--- src/rtl/prm_load_ctrl_pkg.sv ---
// Shared constants and types for the parameter-load controller.
package prm_load_ctrl_pkg;

  // Default core count; the controller writes cores in banks of four.
  localparam int unsigned f_num = 16;

  // Widths of the bank select and of the per-bank word address.
  localparam int unsigned BANK_W = 4;
  localparam int unsigned KS_W   = 10;

  typedef enum logic [1:0] {
    StIdle = 2'd0,
    StLoad = 2'd1,
    StDone = 2'd2
  } state_e;

endpackage

--- src/rtl/prm_load_ctrl_if.sv ---
// AXI-Stream style source channel feeding the parameter loader.
interface prm_load_ctrl_if;
  logic src_valid;
  logic src_last;
  logic src_ready;

  modport master (
    output src_valid,
    output src_last,
    input  src_ready
  );

  modport slave (
    input  src_valid,
    input  src_last,
    output src_ready
  );
endinterface

--- src/rtl/prm_load_ctrl.sv ---
// Parameter-load controller: steers an incoming stream of weight or bias words
// onto per-bank core write ports, tracking bank/address and framing errors.
module prm_load_ctrl
  import prm_load_ctrl_pkg::*;
#(
  parameter int unsigned F_NUM = f_num,
  parameter int unsigned NBANK = F_NUM / 4
) (
  input  logic              AXIS_ACLK,
  input  logic              AXIS_ARESETN,
  input  logic              start,
  input  logic              abort,
  input  logic              bwrite,
  input  logic [KS_W-1:0]   ks,
  input  logic              hold,
  prm_load_ctrl_if.slave    src,
  output logic [BANK_W-1:0] prm_v,
  output logic [KS_W-1:0]   prm_a,
  output logic              prm_we,
  output logic              busy,
  output logic              done,
  output logic              err
);

  state_e              state_q, state_d;
  logic                bw_q, bw_d;
  logic [KS_W-1:0]     ks_q, ks_d;
  logic [BANK_W-1:0]   prm_v_q, prm_v_d;
  logic [KS_W-1:0]     prm_a_q, prm_a_d;
  logic                err_q, err_d;

  logic                src_ready;
  logic                beat;
  logic                final_beat;
  logic [KS_W-1:0]     last_addr;

  // State, captured load mode and bank/address counter.
  always_ff @(posedge AXIS_ACLK or negedge AXIS_ARESETN) begin
    if (!AXIS_ARESETN) begin
      state_q <= StIdle;
      bw_q    <= 1'b0;
      ks_q    <= '0;
      prm_v_q <= '0;
      prm_a_q <= '0;
      err_q   <= 1'b0;
    end else begin
      state_q <= state_d;
      bw_q    <= bw_d;
      ks_q    <= ks_d;
      prm_v_q <= prm_v_d;
      prm_a_q <= prm_a_d;
      err_q   <= err_d;
    end
  end

  // Next-state, counter advance and handshake decode.
  always_comb begin
    state_d   = state_q;
    bw_d      = bw_q;
    ks_d      = ks_q;
    prm_v_d   = prm_v_q;
    prm_a_d   = prm_a_q;
    err_d     = err_q;
    src_ready = 1'b0;
    beat      = 1'b0;

    // Bias loads (and ks == 0) carry one word per bank, so the last word is address 0.
    last_addr  = bw_q ? '0 : ks_q;
    final_beat = (prm_v_q == BANK_W'(NBANK - 1)) && (prm_a_q == last_addr);

    unique case (state_q)
      StIdle: begin
        if (start && !abort) begin
          state_d = StLoad;
          bw_d    = bwrite;
          ks_d    = ks;
          prm_v_d = '0;
          prm_a_d = '0;
          err_d   = 1'b0;
        end
      end

      StLoad: begin
        src_ready = ~hold & ~abort;
        beat      = src.src_valid & src_ready;
        if (abort) begin
          state_d = StIdle;
        end else if (beat) begin
          if (final_beat) begin
            state_d = StDone;
            if (!src.src_last) err_d = 1'b1;
          end else if (src.src_last) begin
            // Early termination: the beat is still written, the load ends here.
            state_d = StDone;
            err_d   = 1'b1;
          end else if (bw_q || (prm_a_q == ks_q)) begin
            prm_a_d = '0;
            prm_v_d = prm_v_q + 1'b1;
          end else begin
            prm_a_d = prm_a_q + 1'b1;
          end
        end
      end

      StDone: begin
        state_d = StIdle;
      end

      default: begin
        state_d = StIdle;
      end
    endcase
  end

  assign src.src_ready = src_ready;
  assign prm_we        = beat;
  assign prm_v         = prm_v_q;
  assign prm_a         = prm_a_q;
  assign busy          = (state_q != StIdle);
  assign done          = (state_q == StDone);
  assign err           = err_q;

endmodule

--- src/flat_wrapper.sv ---
// flat-port wrapper written by rule: the top's interface ports become plain ports
module prm_load_ctrl_flat import prm_load_ctrl_pkg::*;
#(
  parameter int unsigned F_NUM = f_num,
  parameter int unsigned NBANK = F_NUM / 4
)
  (AXIS_ACLK, AXIS_ARESETN, start, abort, bwrite, ks, hold, prm_v, prm_a, prm_we, busy, done, err, src_src_valid, src_src_last, src_src_ready);
  prm_load_ctrl_if src_i ();
  input  logic AXIS_ACLK;
  input  logic AXIS_ARESETN;
  input  logic start;
  input  logic abort;
  input  logic bwrite;
  input  logic [KS_W-1:0] ks;
  input  logic hold;
  output logic [BANK_W-1:0] prm_v;
  output logic [KS_W-1:0] prm_a;
  output logic prm_we;
  output logic busy;
  output logic done;
  output logic err;
  input wire logic [$bits(src_i.src_valid)-1:0] src_src_valid;
  input wire logic [$bits(src_i.src_last)-1:0] src_src_last;
  output wire logic [$bits(src_i.src_ready)-1:0] src_src_ready;
  assign src_i.src_valid = src_src_valid;
  assign src_i.src_last = src_src_last;
  assign src_src_ready = src_i.src_ready;
  prm_load_ctrl #(.F_NUM(F_NUM), .NBANK(NBANK)) u_core (.AXIS_ACLK(AXIS_ACLK), .AXIS_ARESETN(AXIS_ARESETN), .start(start), .abort(abort), .bwrite(bwrite), .ks(ks), .hold(hold), .src(src_i), .prm_v(prm_v), .prm_a(prm_a), .prm_we(prm_we), .busy(busy), .done(done), .err(err));
endmodule
--- config.mk ---
export PLATFORM = sky130hd
export DESIGN_NAME = prm_load_ctrl_flat
export DESIGN_NICKNAME = d
export VERILOG_FILES = /design/src/rtl/prm_load_ctrl_pkg.sv /design/src/rtl/prm_load_ctrl_if.sv /design/src/rtl/prm_load_ctrl.sv /design/src/flat_wrapper.sv
export SDC_FILE = /design/constraint.sdc
export NUM_CORES = 1
export LEC_CHECK = 0
export CAP_MARGIN = 5
export CORE_MARGIN = 10
export CORE_UTILIZATION = 54
export DETAILED_ROUTE_END_ITERATION = 10
export GPL_TIMING_DRIVEN = 0
export PLACE_DENSITY_LB_ADDON = 0.25
export SYNTH_ARGS = -nofsm -noshare
export SYNTH_HDL_FRONTEND = slang
export SYNTH_SLANG_ARGS = --single-unit
--- constraint.sdc ---
create_clock -name AXIS_ACLK -period 2.9 [get_ports AXIS_ACLK]
set_input_delay 0.58 -clock AXIS_ACLK [delete_from_list [all_inputs] [get_ports AXIS_ACLK]]
set_output_delay 0.58 -clock AXIS_ACLK [all_outputs]
set_load 0.1 [all_outputs]
# After elaboration in Yosys (flattened, before gate mapping)

Index checks and enable logic that the tools add are counted.

$add $sub $neg: 2
Eq/ne operators: 15
Muxes and demuxes: 30
Bitwise operators: 4
Reductions and logical operators: 12

Operator list:

| cell                  | number |
|---|---|
| $mux 10               | 7 |
| $mux 4                | 6 |
| $eq 10x10->1          | 2 |
| $pmux 10 s2           | 1 |
| $reduce_and 6->1      | 2 |
| $add 10x1->10 const B | 1 |
| $mux 2                | 5 |
| $mux 1                | 8 |
| $pmux 4 s2            | 1 |
| $reduce_and 7->1      | 1 |
| $ne 2x1->1 const B    | 3 |
| $ne 2x2->1 const B    | 3 |
| $ne 3x2->1 const B    | 2 |
| $add 4x1->4 const B   | 1 |
| $eq 4x2->1 const B    | 1 |
| $ne 4x3->1 const B    | 1 |
| $pmux 2 s2            | 1 |
| $reduce_bool 2->1     | 2 |
| $ne 3x3->1 const B    | 1 |
| $reduce_and 3->1      | 1 |
| $and 1x1->1           | 2 |
| $eq 2x1->1 const B    | 1 |
| $eq 2x2->1 const B    | 1 |
| $logic_and 1x1->1     | 2 |
| 6 further kinds       | 7 |

Flip-flop bits (word level): 28
Input port bits: 18
Output and inout port bits: 19
Word-level logic and storage cells: 69

# Longest topological paths before layout

Gate-level depths: netlist of run 1.

Word-level depth: 8
Gate-level depth with buffers: 8
Mapped depth without buffers: 7

# Worst setup path after synthesis of run 1

OpenSTA, ideal clock, no wires.

Path type: input-to-reg
Start: in hold
End: reg u_core.prm_v_q[1] (netlist: u_core.prm_v[1])
Library setup time: 101 ps
Arrival: 3386 ps
Required time: 2799 ps
Path slack: -587 ps
Stages on the path: 4
Path buffers: 0
Cells stage by stage: nor3_1 and3b_1 nand2_1 o32ai_1

Cells in the longest elaborated chain, start to end: 5

RTL lines:

| element                    | RTL line            | source |
|---|---|---|
| start: declaration         | flat_wrapper.sv:15  | `input logic hold;` |
| $not 1->1                  | prm_load_ctrl.sv:84 | `src_ready = ~hold & ~abort;` |
| $and 1x1->1                | prm_load_ctrl.sv:84 |  |
| $and 1x1->1                | prm_load_ctrl.sv:85 | `beat = src.src_valid & src_ready;` |
| $ne 2x1->1 (no line)       | n/a                 |  |
| $reduce_and 7->1 (no line) | n/a                 |  |
| end signal: assignment     | prm_load_ctrl.sv:50 | `prm_v_q <= prm_v_d;` |
| end: declaration           | prm_load_ctrl.sv:28 | `logic [BANK_W-1:0] prm_v_q, prm_v_d;` |

No other way between the ends.
A chain may end at the register's enable or synchronous reset.

# Worst setup path in the final report of run 1

Start: in abort
End: out prm_we

Cells in the longest elaborated chain, start to end: 4

RTL lines:

| element            | RTL line            | source |
|---|---|---|
| start: declaration | flat_wrapper.sv:12  | `input logic abort;` |
| $not 1->1          | prm_load_ctrl.sv:84 |  |
| $and 1x1->1        | prm_load_ctrl.sv:84 |  |
| $and 1x1->1        | prm_load_ctrl.sv:85 |  |
| $mux 1             | prm_load_ctrl.sv:71 | `unique case (state_q)` |
| end: declaration   | flat_wrapper.sv:18  | `output logic prm_we;` |

No other way between the ends.

==> impl_metrics.tcl, run 1 <==
set metrics [dict create \
    status "finished clean" \
    slew_headroom 0.339 \
    cts_buffers 3 \
    grt.total_usage 0.159 \
    synth.cell_area_um2 1730 \
    syn_area_per_cell_um2 9.05 \
    antenna_found_initial 0 \
    endpoint_kind "output pin" \
    drc 0 \
    period_minus_slack_ns 2.84 \
    async_reset_ff_frac 1.00 \
    syn_to_final_growth_pct 27.1 \
    grt_max_degree 29 \
    routabilityCongestion 0.849 \
    synthDistinctLibCells 51 \
    hold_buffers 0 \
    initial_utilization 0.566 \
    fin_ws_ns 0.0551 \
    dp_hpwl_um 3500 \
    rsz0062_at_grt "false" \
    fmax_mhz 352 \
    tightest_slew_ns 0.989 \
    cts_root_buffer "clkbuf_4" \
    hold_class "input port to async pin" \
    max_cap_violations 0 \
    multi_input_area_um2 946 \
    ys_warn_count 0 \
    rows 20 \
    fin_crit_sh 0.981 \
    wl_um 4650 \
    core_area_um2 3050 \
    cts_tree "done" \
    drtAntennaViolNets 0 \
    grt_pass1_vias 1651 \
    die-area_um2 5870 \
    cp.required_ns 2.32 \
    slowest_stage "clkdlybuf4s15_2" \
    seqCellArea_um2 701 \
    grt_pass1_wl_um 7890 \
    firstDrtPassIters 4 \
    reg2reg_slack_ns 0.61 \
    path_buf_inv 2 \
    p_leak_uw 0.000936 \
    skew_ns 0.00104 \
    clock-sinks 28 \
    diodes 0 \
    final_max_slew_viol_count 0 \
    ioPinCount 37 \
    wl_per_cell_um 16.9 \
    powerDensity_nw_per_um2 523 \
    first_iter_violations 228 \
    fin_nets 252 \
    htreeDepth 1 \
    cpLargestDelayFamily "buffers and inverters" \
    synthFlopType "dfrtp_1" \
    io_buffer_count 36 \
    whs_ns 0.221 \
    report.final.setup_viol 0 \
    detailedPlace.worstSlack_ns -0.500 \
    cts.clk_slew.worst_paths_ns 0.16 \
    syn_inst 191 \
    clock_tree.buffer_depth 2 \
    finish.instance_area_um2 2200 \
    placed_area_um2 2150 \
    worstPathCellList "clkdlybuf4s50_1, or3b_1, nor2_1, clkdlybuf4s15_2" \
    worstSetupStartpointType "input port" \
    n_fill_cell 257 \
    hold_viol 0 \
    postCtsSetupBuffers 0 \
    cp_max_fo 4 \
    die_w_um 76.6 \
    syn_nets 211 \
    critPathMaxStageDelay_ns 0.58 \
    crit_type "input port to output pin" \
    clk_latency_ns 0.34 \
    synth_seq_cells 28 \
    viasPerCell 5.95 \
    synth_edf_count 0 \
    drive_gt1_frac 0.108 \
    overflow 0 \
    ir_drop_v 0.000282 \
    dr_total_vias 1637 \
    ys_seq_area_frac 0.405 \
    dieHeight_um 76.6 \
    crit_arrival_ns 2.26 \
]
timing repair:
item                       CTS  global route
gates resized for setup      5             1
pin swaps                    0             0
setup endpoints to repair    3             1
worst paths after layout:
path,from,to,cells past startpoint
max,abort,prm_we,4
min,AXIS_ARESETN,u_core.prm_a[9]$_DFFE_PN0P_,1
max reg2reg,u_core.prm_a[2]$_DFFE_PN0P_,u_core.prm_a[6]$_DFFE_PN0P_,7
min reg2reg,u_core.prm_v[0]$_DFFE_PN0P_,u_core.prm_v[0]$_DFFE_PN0P_,1
max in group asynchronous,AXIS_ARESETN,u_core.state_q[0]$_DFFE_PN0P_,1
min in group AXIS_ACLK,u_core.prm_v[0]$_DFFE_PN0P_,u_core.prm_v[0]$_DFFE_PN0P_,1
report_power, final:
part           internal [µW]  switching [µW]
registers                437            49.5
logic                    127             269
clock network            140             126
total                    704             445
metrics by stage:
step	TNS, ns	util	std cells	total power (µW)
2_1_floorplan	0	-	191	770
3_3_place_gp	-0.559	0.704	271	873
3_5_place_dp	-0.613	0.704	271	889
4_1_cts	0	0.721	275	1150
5_1_grt	0	0.720	275	1200
6_report	0	0.720	275	1150
sequential cells by signal (all words and copies together), names as in the netlist:
register,cells
u_core.err,1
u_core.prm_a,10
u_core.state_q,2
u_core.ks_q,10
u_core.bw_q,1
u_core.prm_v,4
layout by cell type, fill, tap and decap left out, drive strengths merged, types with 6 or more instances in the layout:
cell type	Yosys	routed
inv	18	18
nor2	12	12
nor3	6	6
nand2	17	17
nor2b	14	14
nand2b	6	6
dfrtp	28	28
o21ai	17	17
nand3	14	14
clkdlybuf4s50	0	31
cell type report:
class / count / share of cell area
Multi-Input combinational cell: 141 / 0.430
Sequential cell: 28 / 0.319
Timing Repair Buffer: 36 / 0.162
Inverter: 18 / 0.0307
Tap cell: 44 / 0.0250
Clock inverter: 1 / 0.0137
Clock buffer: 3 / 0.0102
Buffer: 4 / 0.00911
cell usage after synthesis, types with 2 or more instances:
library cell | count | share of area
a22oi_1 | 4 | 0.017
ha_1 | 2 | 0.014
o21ai_1 | 8 | 0.023
nor4_1 | 2 | 0.0072
o211ai_1 | 2 | 0.0087
and2_1 | 2 | 0.0072
inv_1 | 17 | 0.037
a32oi_1 | 2 | 0.010
a222oi_1 | 2 | 0.012
nor3_1 | 5 | 0.014
nand2_1 | 17 | 0.037
clkbuf_1 | 2 | 0.0043
nand3_1 | 14 | 0.041
a21oi_1 | 4 | 0.012
mux2_2 | 4 | 0.026
dfrtp_1 | 28 | 0.41
nor2b_1 | 14 | 0.051
o211ai_2 | 2 | 0.014
o21ai_0 | 8 | 0.023
and3_1 | 4 | 0.014
nor2_1 | 10 | 0.022
nand3b_1 | 4 | 0.017
nand2b_1 | 6 | 0.022
routing by layer:
metal / global-route usage / up-vias / share of wire / wire length [µm]
met5: 0 / - / 0 / 0
li1: - / 765 / - / -
met1: 0.191 / 786 / 0.41 / 1930
met3: 0.0366 / 7 / 0.073 / 339
met4: 0.0688 / 0 / 0.017 / 80
met2: 0.264 / 79 / 0.49 / 2300
cell families after synthesis:
logic type | Yosys count | share of synthesized area
muxes | 5 | 0.0318
AOI/OAI and AO/OA | 43 | 0.200
and+or+nand+nor | 89 | 0.288
xor gates and xnor gates | 2 | 0.0101
buffers and inverters | 22 | 0.0506
DFF | 28 | 0.405
adders and majority gates | 2 | 0.0145
(Power assumes the default switching activity.)
==> run 2, diff against run 1 <==
--- a/config.mk
+++ b/config.mk
@@ -5,10 +5,12 @@
 export SDC_FILE = /design/constraint.sdc
 export NUM_CORES = 1
 export LEC_CHECK = 0
+export ABC_CLOCK_PERIOD_IN_PS = 2900
 export CAP_MARGIN = 5
 export CORE_MARGIN = 10
 export CORE_UTILIZATION = 54
 export DETAILED_ROUTE_END_ITERATION = 10
+export GPL_ROUTABILITY_DRIVEN = 0
 export GPL_TIMING_DRIVEN = 0
 export PLACE_DENSITY_LB_ADDON = 0.25
 export SYNTH_ARGS = -nofsm -noshare
==> results of run 2 <==
The final DEF is identical to that of run 1; final timing and power are the same.
